--- src/rtl/operand2_decoder_pkg.sv ---
// Shared types for the operand-2 decoder: shifter opcodes,
// FSM states, instruction field positions and the control bundle.
package op2_pkg;

  localparam logic [2:0] SH_LSL = 3'd0;
  localparam logic [2:0] SH_LSR = 3'd1;
  localparam logic [2:0] SH_ASR = 3'd2;
  localparam logic [2:0] SH_ROR = 3'd3;
  localparam logic [2:0] SH_RRX = 3'd4;

  localparam int B_IMM   = 25;
  localparam int B_REGSH = 4;
  localparam int B_R7    = 7;
  localparam int RS_HI   = 11;
  localparam int RS_LO   = 8;
  localparam int AMT_HI  = 11;
  localparam int AMT_LO  = 7;
  localparam int TY_HI   = 6;
  localparam int TY_LO   = 5;

  typedef enum logic [1:0] {
    IDLE,
    RS_REQ,
    RS_WAIT,
    OUT
  } state_t;

  typedef struct packed {
    logic [2:0]  opcode;
    logic [4:0]  amount;
    logic        ge32;
    logic        carry;
    logic        op_imm;
    logic [31:0] value;
    logic [3:0]  rm;
    logic        undef;
  } ctl_t;

endpackage

--- src/rtl/operand2_decoder_if.sv ---
// Handshake and data bundle between decode, register file
// and shifter for the operand-2 decoder.
interface operand2_decoder_if #(
  parameter int RF_ADDR_W = 4
) ();

  logic                 in_valid;
  logic                 in_ready;
  logic [31:0]          instr;
  logic                 cflag_in;
  logic                 rs_rd_en;
  logic [RF_ADDR_W-1:0] rs_rd_addr;
  logic                 rs_rd_valid;
  logic [31:0]          rs_rd_data;
  logic                 out_valid;
  logic                 out_ready;
  logic [2:0]           sh_opcode;
  logic [4:0]           sh_amount;
  logic                 sh_ge32;
  logic                 sh_carry_in;
  logic                 op_imm;
  logic [31:0]          op_value;
  logic [RF_ADDR_W-1:0] rm_addr;
  logic                 undef;

  modport master (
    output in_valid, instr, cflag_in,
    output rs_rd_valid, rs_rd_data,
    output out_ready,
    input  in_ready, rs_rd_en, rs_rd_addr,
    input  out_valid, sh_opcode, sh_amount,
    input  sh_ge32, sh_carry_in, op_imm,
    input  op_value, rm_addr, undef
  );

  modport slave (
    input  in_valid, instr, cflag_in,
    input  rs_rd_valid, rs_rd_data,
    input  out_ready,
    output in_ready, rs_rd_en, rs_rd_addr,
    output out_valid, sh_opcode, sh_amount,
    output sh_ge32, sh_carry_in, op_imm,
    output op_value, rm_addr, undef
  );

endinterface

--- src/rtl/operand2_decoder_field_decode.sv ---
// Combinational operand-2 field decode into a shifter control bundle.
// Register-shift support is built only with OP2_REGSHIFT_EN defined.
module op2_field_decode
  import op2_pkg::*;
(
  input  logic [31:0] instr,
  input  logic        cflag,
  input  logic [31:0] rs_data,
  output ctl_t        ctl,
  output logic        needs_rs
);

  logic [1:0] ty;
  logic [4:0] amt;
  logic       is_imm;
  logic       is_ish;
  logic       is_und;
  logic       is_reg;
  logic       unused_ok;

  assign ty  = instr[TY_HI:TY_LO];
  assign amt = instr[AMT_HI:AMT_LO];

  assign is_imm = instr[B_IMM];
  assign is_ish = !instr[B_IMM] && !instr[B_REGSH];
  assign is_und = !instr[B_IMM] && instr[B_REGSH] &&
                  instr[B_R7];
  assign is_reg = !instr[B_IMM] && instr[B_REGSH] &&
                  !instr[B_R7];

`ifdef OP2_REGSHIFT_EN
  logic [7:0] s;
  assign s = rs_data[7:0];
  assign unused_ok = ^{instr[31:26], instr[24:12],
                       rs_data[31:8]};
`else
  assign unused_ok = ^{instr[31:26], instr[24:12],
                       rs_data};
`endif

  always_comb begin
    ctl      = '0;
    needs_rs = 1'b0;
    unique case (1'b1)
      is_imm: begin
        ctl.op_imm = 1'b1;
        ctl.value  = {24'b0, instr[7:0]};
        ctl.opcode = SH_ROR;
        ctl.amount = {instr[RS_HI:RS_LO], 1'b0};
        ctl.carry  = cflag;
        ctl.rm     = instr[3:0];
      end
      is_ish: begin
        ctl.carry = cflag;
        ctl.rm    = instr[3:0];
        // amount 0 re-encodes: LSR/ASR mean 32, ROR means RRX
        if (amt == 5'd0 && ty == 2'd3) begin
          ctl.opcode = SH_RRX;
        end else begin
          ctl.opcode = {1'b0, ty};
          ctl.amount = amt;
          ctl.ge32   = (amt == 5'd0) &&
                       (ty == 2'd1 || ty == 2'd2);
        end
      end
      is_und: begin
        ctl.undef = 1'b1;
      end
      is_reg: begin
`ifdef OP2_REGSHIFT_EN
        needs_rs  = 1'b1;
        ctl.carry = cflag;
        ctl.rm    = instr[3:0];
        if (s != 8'd0) begin
          ctl.opcode = {1'b0, ty};
          ctl.amount = s[4:0];
          ctl.ge32   = (ty != 2'd3) && (|s[7:5]);
        end
`else
        ctl.undef = 1'b1;
`endif
      end
      default: begin
        ctl = '0;
      end
    endcase
  end

endmodule

--- src/rtl/operand2_decoder.sv ---
// Operand-2 sequencer: handshakes, Rs fetch FSM, output registers.
// Define OP2_REGSHIFT_EN to build register-specified shift support.
module operand2_decoder
  import op2_pkg::*;
#(
  parameter int RF_ADDR_W = 4
) (
  input  logic               clk,
  input  logic               rst_n,
  operand2_decoder_if.slave  bus
);

  state_t      state;
  logic [31:0] instr_q;
  logic        cflag_q;
  ctl_t        ctl;
  ctl_t        ctl_q;
  logic        needs_rs;
  logic [31:0] dec_instr;
  logic        dec_cf;
  logic        take;

  assign bus.in_ready = (state == IDLE) ||
                        (state == OUT && bus.out_ready);
  assign take = bus.in_valid && bus.in_ready;

  // RS_WAIT decodes the held word; otherwise the incoming one
  assign dec_instr = (state == RS_WAIT) ? instr_q : bus.instr;
  assign dec_cf    = (state == RS_WAIT) ? cflag_q : bus.cflag_in;

  op2_field_decode u_dec (
    .instr    (dec_instr),
    .cflag    (dec_cf),
    .rs_data  (bus.rs_rd_data),
    .ctl      (ctl),
    .needs_rs (needs_rs)
  );

  assign bus.sh_opcode   = ctl_q.opcode;
  assign bus.sh_amount   = ctl_q.amount;
  assign bus.sh_ge32     = ctl_q.ge32;
  assign bus.sh_carry_in = ctl_q.carry;
  assign bus.op_imm      = ctl_q.op_imm;
  assign bus.op_value    = ctl_q.value;
  assign bus.rm_addr     = RF_ADDR_W'(ctl_q.rm);
  assign bus.undef       = ctl_q.undef;

  always_ff @(posedge clk) begin
    if (!rst_n) begin
      state         <= IDLE;
      instr_q       <= '0;
      cflag_q       <= 1'b0;
      ctl_q         <= '0;
      bus.out_valid <= 1'b0;
    end else begin
      case (state)
        IDLE, OUT: begin
          if (state == IDLE || bus.out_ready) begin
            bus.out_valid <= 1'b0;
            state         <= IDLE;
          end
          if (take) begin
            instr_q <= bus.instr;
            cflag_q <= bus.cflag_in;
`ifdef OP2_REGSHIFT_EN
            if (needs_rs) begin
              state <= RS_REQ;
            end else begin
              ctl_q         <= ctl;
              bus.out_valid <= 1'b1;
              state         <= OUT;
            end
`else
            ctl_q         <= ctl;
            bus.out_valid <= 1'b1;
            state         <= OUT;
`endif
          end
        end
`ifdef OP2_REGSHIFT_EN
        RS_REQ: begin
          state <= RS_WAIT;
        end
        RS_WAIT: begin
          if (bus.rs_rd_valid) begin
            ctl_q         <= ctl;
            bus.out_valid <= 1'b1;
            state         <= OUT;
          end
        end
`endif
        default: begin
          state <= IDLE;
        end
      endcase
    end
  end

`ifdef OP2_REGSHIFT_EN
  always_ff @(posedge clk) begin
    if (!rst_n) begin
      bus.rs_rd_en   <= 1'b0;
      bus.rs_rd_addr <= '0;
    end else begin
      bus.rs_rd_en <= take && needs_rs;
      if (take && needs_rs) begin
        bus.rs_rd_addr <= RF_ADDR_W'(bus.instr[RS_HI:RS_LO]);
      end
    end
  end
`else
  logic unused_ok;
  assign unused_ok      = bus.rs_rd_valid ^ needs_rs;
  assign bus.rs_rd_en   = 1'b0;
  assign bus.rs_rd_addr = '0;
`endif

endmodule
--- src/flat_wrapper.sv ---
// flat-port wrapper written by rule: the top's interface ports become plain ports
module operand2_decoder_flat import op2_pkg::*;
#(
  parameter int RF_ADDR_W = 4
)
  (clk, rst_n, bus_in_valid, bus_instr, bus_cflag_in, bus_rs_rd_valid, bus_rs_rd_data, bus_out_ready, bus_in_ready, bus_rs_rd_en, bus_rs_rd_addr, bus_out_valid, bus_sh_opcode, bus_sh_amount, bus_sh_ge32, bus_sh_carry_in, bus_op_imm, bus_op_value, bus_rm_addr, bus_undef);
  operand2_decoder_if #(.RF_ADDR_W(RF_ADDR_W)) bus_i ();
  input  logic clk;
  input  logic rst_n;
  input wire logic [$bits(bus_i.in_valid)-1:0] bus_in_valid;
  input wire logic [$bits(bus_i.instr)-1:0] bus_instr;
  input wire logic [$bits(bus_i.cflag_in)-1:0] bus_cflag_in;
  input wire logic [$bits(bus_i.rs_rd_valid)-1:0] bus_rs_rd_valid;
  input wire logic [$bits(bus_i.rs_rd_data)-1:0] bus_rs_rd_data;
  input wire logic [$bits(bus_i.out_ready)-1:0] bus_out_ready;
  output wire logic [$bits(bus_i.in_ready)-1:0] bus_in_ready;
  output wire logic [$bits(bus_i.rs_rd_en)-1:0] bus_rs_rd_en;
  output wire logic [$bits(bus_i.rs_rd_addr)-1:0] bus_rs_rd_addr;
  output wire logic [$bits(bus_i.out_valid)-1:0] bus_out_valid;
  output wire logic [$bits(bus_i.sh_opcode)-1:0] bus_sh_opcode;
  output wire logic [$bits(bus_i.sh_amount)-1:0] bus_sh_amount;
  output wire logic [$bits(bus_i.sh_ge32)-1:0] bus_sh_ge32;
  output wire logic [$bits(bus_i.sh_carry_in)-1:0] bus_sh_carry_in;
  output wire logic [$bits(bus_i.op_imm)-1:0] bus_op_imm;
  output wire logic [$bits(bus_i.op_value)-1:0] bus_op_value;
  output wire logic [$bits(bus_i.rm_addr)-1:0] bus_rm_addr;
  output wire logic [$bits(bus_i.undef)-1:0] bus_undef;
  assign bus_i.in_valid = bus_in_valid;
  assign bus_i.instr = bus_instr;
  assign bus_i.cflag_in = bus_cflag_in;
  assign bus_i.rs_rd_valid = bus_rs_rd_valid;
  assign bus_i.rs_rd_data = bus_rs_rd_data;
  assign bus_i.out_ready = bus_out_ready;
  assign bus_in_ready = bus_i.in_ready;
  assign bus_rs_rd_en = bus_i.rs_rd_en;
  assign bus_rs_rd_addr = bus_i.rs_rd_addr;
  assign bus_out_valid = bus_i.out_valid;
  assign bus_sh_opcode = bus_i.sh_opcode;
  assign bus_sh_amount = bus_i.sh_amount;
  assign bus_sh_ge32 = bus_i.sh_ge32;
  assign bus_sh_carry_in = bus_i.sh_carry_in;
  assign bus_op_imm = bus_i.op_imm;
  assign bus_op_value = bus_i.op_value;
  assign bus_rm_addr = bus_i.rm_addr;
  assign bus_undef = bus_i.undef;
  operand2_decoder #(.RF_ADDR_W(RF_ADDR_W)) u_core (.clk(clk), .rst_n(rst_n), .bus(bus_i));
endmodule
--- config.mk ---
export PLATFORM = sky130hd
export DESIGN_NAME = operand2_decoder_flat
export DESIGN_NICKNAME = d
export VERILOG_FILES = /design/src/rtl/operand2_decoder_pkg.sv /design/src/rtl/operand2_decoder_if.sv /design/src/rtl/operand2_decoder_field_decode.sv /design/src/rtl/operand2_decoder.sv /design/src/flat_wrapper.sv
export SDC_FILE = /design/constraint.sdc
export NUM_CORES = 1
export LEC_CHECK = 0
export ABC_CLOCK_PERIOD_IN_PS = 3400
export CORE_ASPECT_RATIO = 1.5
export CORE_MARGIN = 2
export CORE_UTILIZATION = 32
export DETAILED_ROUTE_END_ITERATION = 10
export HOLD_SLACK_MARGIN = 0.15
export PLACE_DENSITY = 0.87
export SLEW_MARGIN = 20
export SYNTH_ARGS = -nofsm -noshare
export SYNTH_HDL_FRONTEND = slang
export SYNTH_SLANG_ARGS = --single-unit
--- constraint.sdc ---
create_clock -name clk -period 3.4 [get_ports clk]
set_input_delay 0.68 -clock clk [delete_from_list [all_inputs] [get_ports clk]]
set_output_delay 0.68 -clock clk [all_outputs]
set_load 0.01 [all_outputs]
---- Word-level counts from Yosys, hierarchy flattened ----
Cells that the tools add are included.
cells by class
  reduce and logical (&&, ||, !) cells .... 23
  eq/ne operators ......................... 5
  muxes and demuxes ....................... 14
operators by type and width
  cell                                                                    count
  33-bit two-way mux                                                      1
  26-bit two-way mux                                                      1
  8-bit one-hot mux with 2 select lines                                   1
  2-bit equality test (second input constant)                             4
  1-bit logical AND                                                       8
  1-bit two-way mux                                                       6
  6-bit two-way mux                                                       1
  2-bit AND reduction                                                     3
  2-bit OR reduction                                                      3
  5-bit zero test                                                         1
  2-bit two-way mux                                                       2
  4-bit two-way mux                                                       1
  1-bit zero test                                                         3
  1-bit logical OR                                                        3
  3-bit two-way mux                                                       1
  2-bit by 1-bit equality test with 1-bit output (second input constant)  1
  2-bit zero test                                                         1
  2-bit nonzero test                                                      1
storage, ports and cells
  word-level logic and storage cells ...... 54
  output and inout bits ................... 55
  register bits after elaboration ......... 78
  input bits .............................. 70

---- Longest topological paths before layout ----
Gate-level depths: netlist (run 1).
  word-level depth ........................ 7
  depth in mapped cells ................... 5

---- Hierarchy ----
A second synthesis (run 1) with hierarchy kept.
second synthesis, totals
  cells, all modules ...................... 278
  area total of the unflattened synthesis .. 2,407.3 um^2
by module, submodules not included
  module            times used  area an instance (um^2)  cells an instance
  operand2_decoder  1           1,986.9                  220
  op2_field_decode  1           420.4                    58

---- Worst setup path after synthesis (run 1) ----
No wires, ideal clock.
  kind .................................... input to output
  from .................................... input port bus_out_ready
  to ...................................... output port bus_in_ready
  buffers on the path ..................... 1
  data arrival time ....................... 1,261 ps
  data required time ...................... 2,720 ps
  cell stages on the path ................. 3
  setup slack ............................. 1,459 ps
  cell sequence ........................... nor2b_1 > inv_1 > buf_2
on the way
  word-level cells in the longest chain between the ends .. 2
RTL lines
  what               RTL line                text
  from (decl)        flat_wrapper.sv:15      input wire logic [$bits(bus_i.out_ready)-1:0] bus_out_ready;
  1-bit logical AND  operand2_decoder.sv:24  (state == OUT && bus.out_ready);
  1-bit logical OR   operand2_decoder.sv:23  assign bus.in_ready = (state == IDLE) ||
  to (decl)          flat_wrapper.sv:16      output wire logic [$bits(bus_i.in_ready)-1:0] bus_in_ready;
Every way passes these cells.

---- Worst setup path after layout (run 1) ----
Ends and elaborated chain as after synthesis.

==> results of run 1 <==
## area by class of cell
| type | instances | area [um2] |
|---|---|---|
| tap | 43 | 53.8 |
| clock buffer | 4 | 45.0 |
| inverter | 3 | 11.3 |
| sequential | 25 | 500 |
| multi-input combinational | 115 | 587 |
| fill | 381 | 2060 |
| timing repair buffer | 47 | 460 |
## state kept, by name, indices dropped and copies added (netlist names)
| register | count |
|---|---|
| u_core.bus.sh_ge32 | 1 |
| u_core.bus.rm_addr | 4 |
| u_core.bus.undef | 1 |
| u_core.bus.sh_amount | 5 |
| u_core.bus.op_imm | 1 |
| u_core.bus.sh_carry_in | 1 |
| u_core.bus.op_value | 8 |
| u_core.bus.sh_opcode | 3 |
| u_core.state | 1 |
## cell families after synthesis
logic type | after synthesis
compound gates | 45
fa+ha+maj | 1
buf+inv | 44
flops | 25
other cells | 1
simple gates | 40
## synth_stat cells
cell type                  instances
sky130_fd_sc_hd__buf_4            29
sky130_fd_sc_hd__dfxtp_1          25
sky130_fd_sc_hd__a21oi_1          21
sky130_fd_sc_hd__o21ai_0          20
sky130_fd_sc_hd__nand4_1          17
sky130_fd_sc_hd__clkbuf_1          8
sky130_fd_sc_hd__nand2_1           5
sky130_fd_sc_hd__nand3_1           5
sky130_fd_sc_hd__nor2_1            4
sky130_fd_sc_hd__nor4_1            3
sky130_fd_sc_hd__a32o_1            2
sky130_fd_sc_hd__buf_1             2
sky130_fd_sc_hd__buf_2             2
sky130_fd_sc_hd__inv_1             2
sky130_fd_sc_hd__nor2b_1           2
sky130_fd_sc_hd__o22ai_1           2
sky130_fd_sc_hd__conb_1            1
sky130_fd_sc_hd__ha_1              1
sky130_fd_sc_hd__inv_2             1
sky130_fd_sc_hd__nand2b_1          1
sky130_fd_sc_hd__nor3b_1           1
sky130_fd_sc_hd__nor4bb_1          1
sky130_fd_sc_hd__or4_1             1
## metrics by stage
| stage | setup slack [ps] | total power (W) | instances |
|---|---|---|---|
| floorplan | 1460 | 0.000404 | 184 |
| global placement | 824 | 0.000441 | 233 |
| detailed placement | 844 | 0.000443 | 233 |
| CTS | 823 | 0.000617 | 237 |
| global route | 792 | 0.000640 | 237 |
| finish | 850 | 0.000609 | 237 |
## worst max path at each step
stage	start	to	slack, ps	depth (start not counted)
4_1_cts	bus_out_ready	bus_in_ready	820	4
6_report	bus_out_ready	bus_in_ready	850	4
5_1_grt	bus_out_ready	bus_in_ready	790	4
3_5_place_dp	bus_out_ready	bus_in_ready	840	4
3_3_place_gp	bus_out_ready	bus_in_ready	820	4
2_1_floorplan	bus_out_ready	bus_in_ready	1460	3
## layer usage
| metal | vias to the layer above | track usage, % | part of all wire (%) |
|---|---|---|---|
| met4 | 0 | 5.85 | 0.71 |
| li1 | 574 | - | - |
| met2 | 56 | 24.9 | 48 |
| met5 | - | 0 | 0 |
| met1 | 565 | 17.0 | 43 |
| met3 | 2 | 3.82 | 8.0 |
## report_power, final
part | leakage [nW] | total, W | switching, W | internal, W
Combinational | 0.387 | 0.000126 | 0.0000690 | 0.0000566
Sequential | 0.204 | 0.000312 | 0.00000621 | 0.000306
Clock | 0.0228 | 0.000172 | 0.0000880 | 0.0000836
Total | 0.614 | 0.000609 | 0.000163 | 0.000446
## critical path, stage by stage
cell	delay [ps]
sky130_fd_sc_hd__clkdlybuf4s50_1	400
sky130_fd_sc_hd__nor2b_1	210
sky130_fd_sc_hd__inv_1	90
sky130_fd_sc_hd__clkdlybuf4s50_1	490
==> metrics.yaml, run 1 <==
min_period_over_period_pct: 75.0
tritoncts: "built"
synth.lib_cells_used.distinct: 23
routabilityCongestion: 0.745
floorplan.initialDensity_pct: 33.9
fraction_of_the_mapped_netlist_area_in_compound_gates_pct: 18.9
postCtsHoldBufs: 0
hold_violations: 0
timing.hold.ws_ps: 478
finish.net_count: 266
first_global_vias: 1127
final_core_utilization_pct: 44.6
main_combinational_cell_family_by_area_after_synthesis: "buffers and inverters"
placeableCoreArea_um2: 3720
postSynthRegisterBits: 25
synthTopCellsByArea: "sky130_fd_sc_hd__dfxtp_1 (40%), sky130_fd_sc_hd__buf_4 (17%), sky130_fd_sc_hd__nand4_1 (8.4%)"
post_cts_resized: 0
max_clock_freq_mhz: 392
minimum_clock_period_after_layout_ps: 2550
post_synthesis_adder_cell_area_fraction_pct: 0.994
final_antenna_net_count: 0
peakVddDrop_uv: 158
synthXorXnorAreaFrac_pct: 0
criticalPathCategory: "in -> out"
maxCapViolations: 0
yosys_warnings: 0
start_kind: "input pin"
overflow: 0
clkSinkCount: 25
rr_worst_depth: 4
start_of_the_worst_register_to_register_path: "u_core.state[0]"
groute.usage.overall_pct: 14.4
layout-area-overhead-vs-synth_pct: 31.7
routedWlPerCell_um: 13.7
post_route_cells_drive_above_1_share_pct: 4.12
fin_setup_tns_ps: 0
post-synth-top-area-cell: "sky130_fd_sc_hd__dfxtp_1"
synth_area_um2: 1260
layout_commonest_cell: "sky130_fd_sc_hd__clkdlybuf4s50_1"
setup.worst_path.end_class: "output port"
report.final.slew_viol_count: 0
first_pass_iters: 4
holdCritPathClass: "reg -> reg"
fp-row-count: 27
place.detailed.hpwl_um: 2200
via_count: 1197
wirelength_um: 3240
min-delay-start: "u_core.bus.op_value[0]"
die_w_um: 55.2
run_status: "completed"
drc: 0
post-cts-setup-buffers: 0
basic_gate_share_of_the_synthesized_area_counting_and_or_nand_and_nor_cells_pct: 18.1
critical_path_required_ps: 2720
p_leak_nw: 0.614
layout.cell_area.non_filler_um2: 1660
viasPerCell: 5.05
crit_fanout: 2
num_io_pins: 125
synthesis.area_per_instance_um2: 8.07
hold_path_depth: 2
placed_area_um2: 1610
slew_headroom_pct: 56.4
worst-slew-pin-transition_ps: 653
placement.io_buffers: 43
reg2reg_setup_slack_ps: 2050
antenna-diode-count: 0
worstHoldEndpoint: "u_core.bus.op_value[0]"
post_synthesis_mux_area_share_pct: 0
dieHeight_um: 80.8
most-common-layout-cells: "sky130_fd_sc_hd__clkdlybuf4s50_1 (43), sky130_fd_sc_hd__conb_1 (29), sky130_fd_sc_hd__dfxtp_1 (25), sky130_fd_sc_hd__a21oi_1 (21), sky130_fd_sc_hd__o21ai_0 (20)"
synth.top_cell.area_share_pct: 39.8
postSynthCellCount: 156
grt_start_max_net_pins: 25
timing.rr.end: "u_core.bus.sh_opcode[2]"
cts_root_buf: "sky130_fd_sc_hd__clkbuf_8"
clkSlewWorstSetupHoldPaths_ps: 80
arrival_ps: 1870
grt_pass1_wl_um: 5220
p_per_area_nw_per_um2: 368
insertion_delay_ps: 260
clock-skew-final_ps: 1.77
detailedRoute.firstIterationViolations: 32
cts_inserted_buffers: 3
die_area_um2: 4460
initial_antenna_violation_count: 0
seq_area_frac_synth_pct: 39.8
unrepaired_setup_endpoints_after_global_routing: "false"
cts_buffer_depth: 2
cts_max_level: 1
final-setup-viol-count: 0
No activity file was read; power rests on OpenSTA's default activity.
==> inputs of run 2 (changes only) <==
Settings changed: ABC_CLOCK_PERIOD_IN_PS 3400 to 2390, CORE_UTILIZATION 32 to 29, PLACE_DENSITY 0.87 to 0.8.
Clock period 3.4 ns to 2.39 ns, I/O delays scaled along.
==> run 2 against run 1 <==
Net effect: routed wire length fell by 6.7%; via count shrank 1.3%; cell area is 0.75% higher; die area increased by 9.7%; global-route usage decreased by 1.9 points; total power is 42% higher; sequential power rose by 42%; largest cell class unchanged.
==> metrics.yaml, run 2 (synthesis gave the netlist of run 1 again) <==
clkSinkCount: 25  # unchanged
most-common-layout-cells: "sky130_fd_sc_hd__clkdlybuf4s50_1 (43), sky130_fd_sc_hd__conb_1 (29), sky130_fd_sc_hd__dfxtp_1 (25), sky130_fd_sc_hd__a21oi_1 (21), sky130_fd_sc_hd__o21ai_0 (20)"
p_per_area_nw_per_um2: 518  # +41%
routabilityCongestion: 0.769  # +3.2%
start_kind: "input pin"
cts_max_level: 1  # unchanged
floorplan.initialDensity_pct: 29.9  # -4.0 points
layout-area-overhead-vs-synth_pct: 32.7
cts_buffer_depth: 2  # unchanged
viasPerCell: 4.90  # -3.0%
detailedRoute.firstIterationViolations: 38  # +19%
placeableCoreArea_um2: 4210  # +13%
power_switching_w: 0.000232  # +42%
drc: 0  # unchanged
initial_antenna_violation_count: 0  # unchanged
hold_violations: 0  # unchanged
wirelength_um: 3020  # -6.7%
crit_fanout: 2  # unchanged
arrival_ps: 1680  # -190 ps
report.final.slew_viol_count: 0  # unchanged
finish.net_count: 267  # +0.38%
cts_inserted_buffers: 3  # unchanged
run_status: "completed"
layout_commonest_cell: "sky130_fd_sc_hd__clkdlybuf4s50_1"
placement.io_buffers: 43  # unchanged
hold_path_depth: 2  # unchanged
final_core_utilization_pct: 39.7  # -4.9 points
groute.usage.overall_pct: 12.5  # -1.9 points
post_cts_resized: 0  # unchanged
minimum_clock_period_after_layout_ps: 2160
max_clock_freq_mhz: 464
clock-skew-final_ps: 5.42  # +3.65 ps
timing.hold.ws_ps: 476  # -1.87 ps
peakVddDrop_uv: 304  # +93%
first_global_vias: 1068  # -5.2%
post_route_cells_drive_above_1_share_pct: 5.13  # +1.0 points
overflow: 0  # unchanged
fin_setup_tns_ps: 0  # unchanged
power.share.combinational_pct: 20.5  # about the same
routedWlPerCell_um: 12.5  # -8.3%
cts_root_buf: "sky130_fd_sc_hd__clkbuf_8"
seq_power_share_pct: 51.3  # about the same
fp-row-count: 29  # +7.4%
critical_path_required_ps: 1910  # -810 ps
clkSlewWorstSetupHoldPaths_ps: 90  # about the same
setup.worst_path.end_class: "output port"
die_area_um2: 4890  # +9.7%
final_antenna_net_count: 0  # unchanged
clock_power_share_pct: 28.1  # about the same
postCtsHoldBufs: 0  # unchanged
via_count: 1181  # -1.3%
p_leak_nw: 0.622  # +1.2%
first_pass_iters: 4  # unchanged
final-setup-viol-count: 0  # unchanged
antenna-diode-count: 0  # unchanged
power.share.switching_pct: 26.9  # +0.070 points
holdCritPathClass: "reg -> reg"
die_w_um: 57.8  # +4.7%
insertion_delay_ps: 260  # about the same
unrepaired_setup_endpoints_after_global_routing: "false"
num_io_pins: 125  # unchanged
place.detailed.hpwl_um: 2230  # +1.3%
dieHeight_um: 84.7  # +4.8%
grt_pass1_wl_um: 4920  # -5.8%
post-cts-setup-buffers: 0  # unchanged
report.power.total_w: 0.000866  # +42%
min_period_over_period_pct: 90.3
maxCapViolations: 0  # unchanged
tritoncts: "built"
int_pwr_w: 0.000633  # +42%
rr_worst_depth: 4  # unchanged
grt_start_max_net_pins: 25  # unchanged
largest_register_ffs: 8  # unchanged
criticalPathCategory: "in -> out"
run 2: cell types whose count changed in the layout (fill, tap and decap cells not counted), sizes merged:
cell,before,now
buf,4,5
clkbuf,4,3
clkinv,0,1
run 2: critical path, stage by stage:
cell	delay, ps
sky130_fd_sc_hd__clkdlybuf4s50_1	400
sky130_fd_sc_hd__nor2b_1	210
sky130_fd_sc_hd__inv_1	80
sky130_fd_sc_hd__clkdlybuf4s50_1	510
run 2: final cells by class:
class	count	area [um2]
clock buffers	3	41.3
clock inverters	1	5.00
fillers	453	2540
inverters	3	11.3
multi-input cells	115	587
flip-flops and latches	25	500
well taps	46	57.6
repair buffers	48	468
run 2: path summary, 6_finish.rpt:
check                         startpoint                 endpoint  slack [ps]
setup / recovery           bus_out_ready             bus_in_ready         230
hold / removal    u_core.bus.op_value[0]   u_core.bus.op_value[0]         480
setup reg to reg         u_core.state[0]  u_core.bus.sh_opcode[2]        1060
hold reg to reg   u_core.bus.op_value[0]   u_core.bus.op_value[0]         480
run 2: power by group through the flow:
stage	Combinational (W)	Clock (W)	Sequential, W
after floorplan	0.000112	0	0.000462
after global placement	0.000175	0	0.000453
after detailed placement	0.000177	0	0.000454
after CTS	0.000177	0.000250	0.000444
after global routing	0.000196	0.000266	0.000446
final	0.000178	0.000244	0.000444
run 2: through the flow:
stage          instances  setup slack (ps)  area, um2
2_1_floorplan        184               853       1360
3_3_place_gp         237               207       1620
3_5_place_dp         237               223       1620
4_1_cts              241               209       1670
5_1_grt              241               166       1670
6_report             241               233       1670
run 2: routing by layer:
layer  vias up  routed length, um  share of wire, %  track usage [%]
met5         -                  0                 0                0
met4         0                 59               2.0             5.07
met1       530               1280                42             16.3
met2        64               1400                46             19.8
met3         8                278               9.2             2.62
li1        579                  -                 -                -
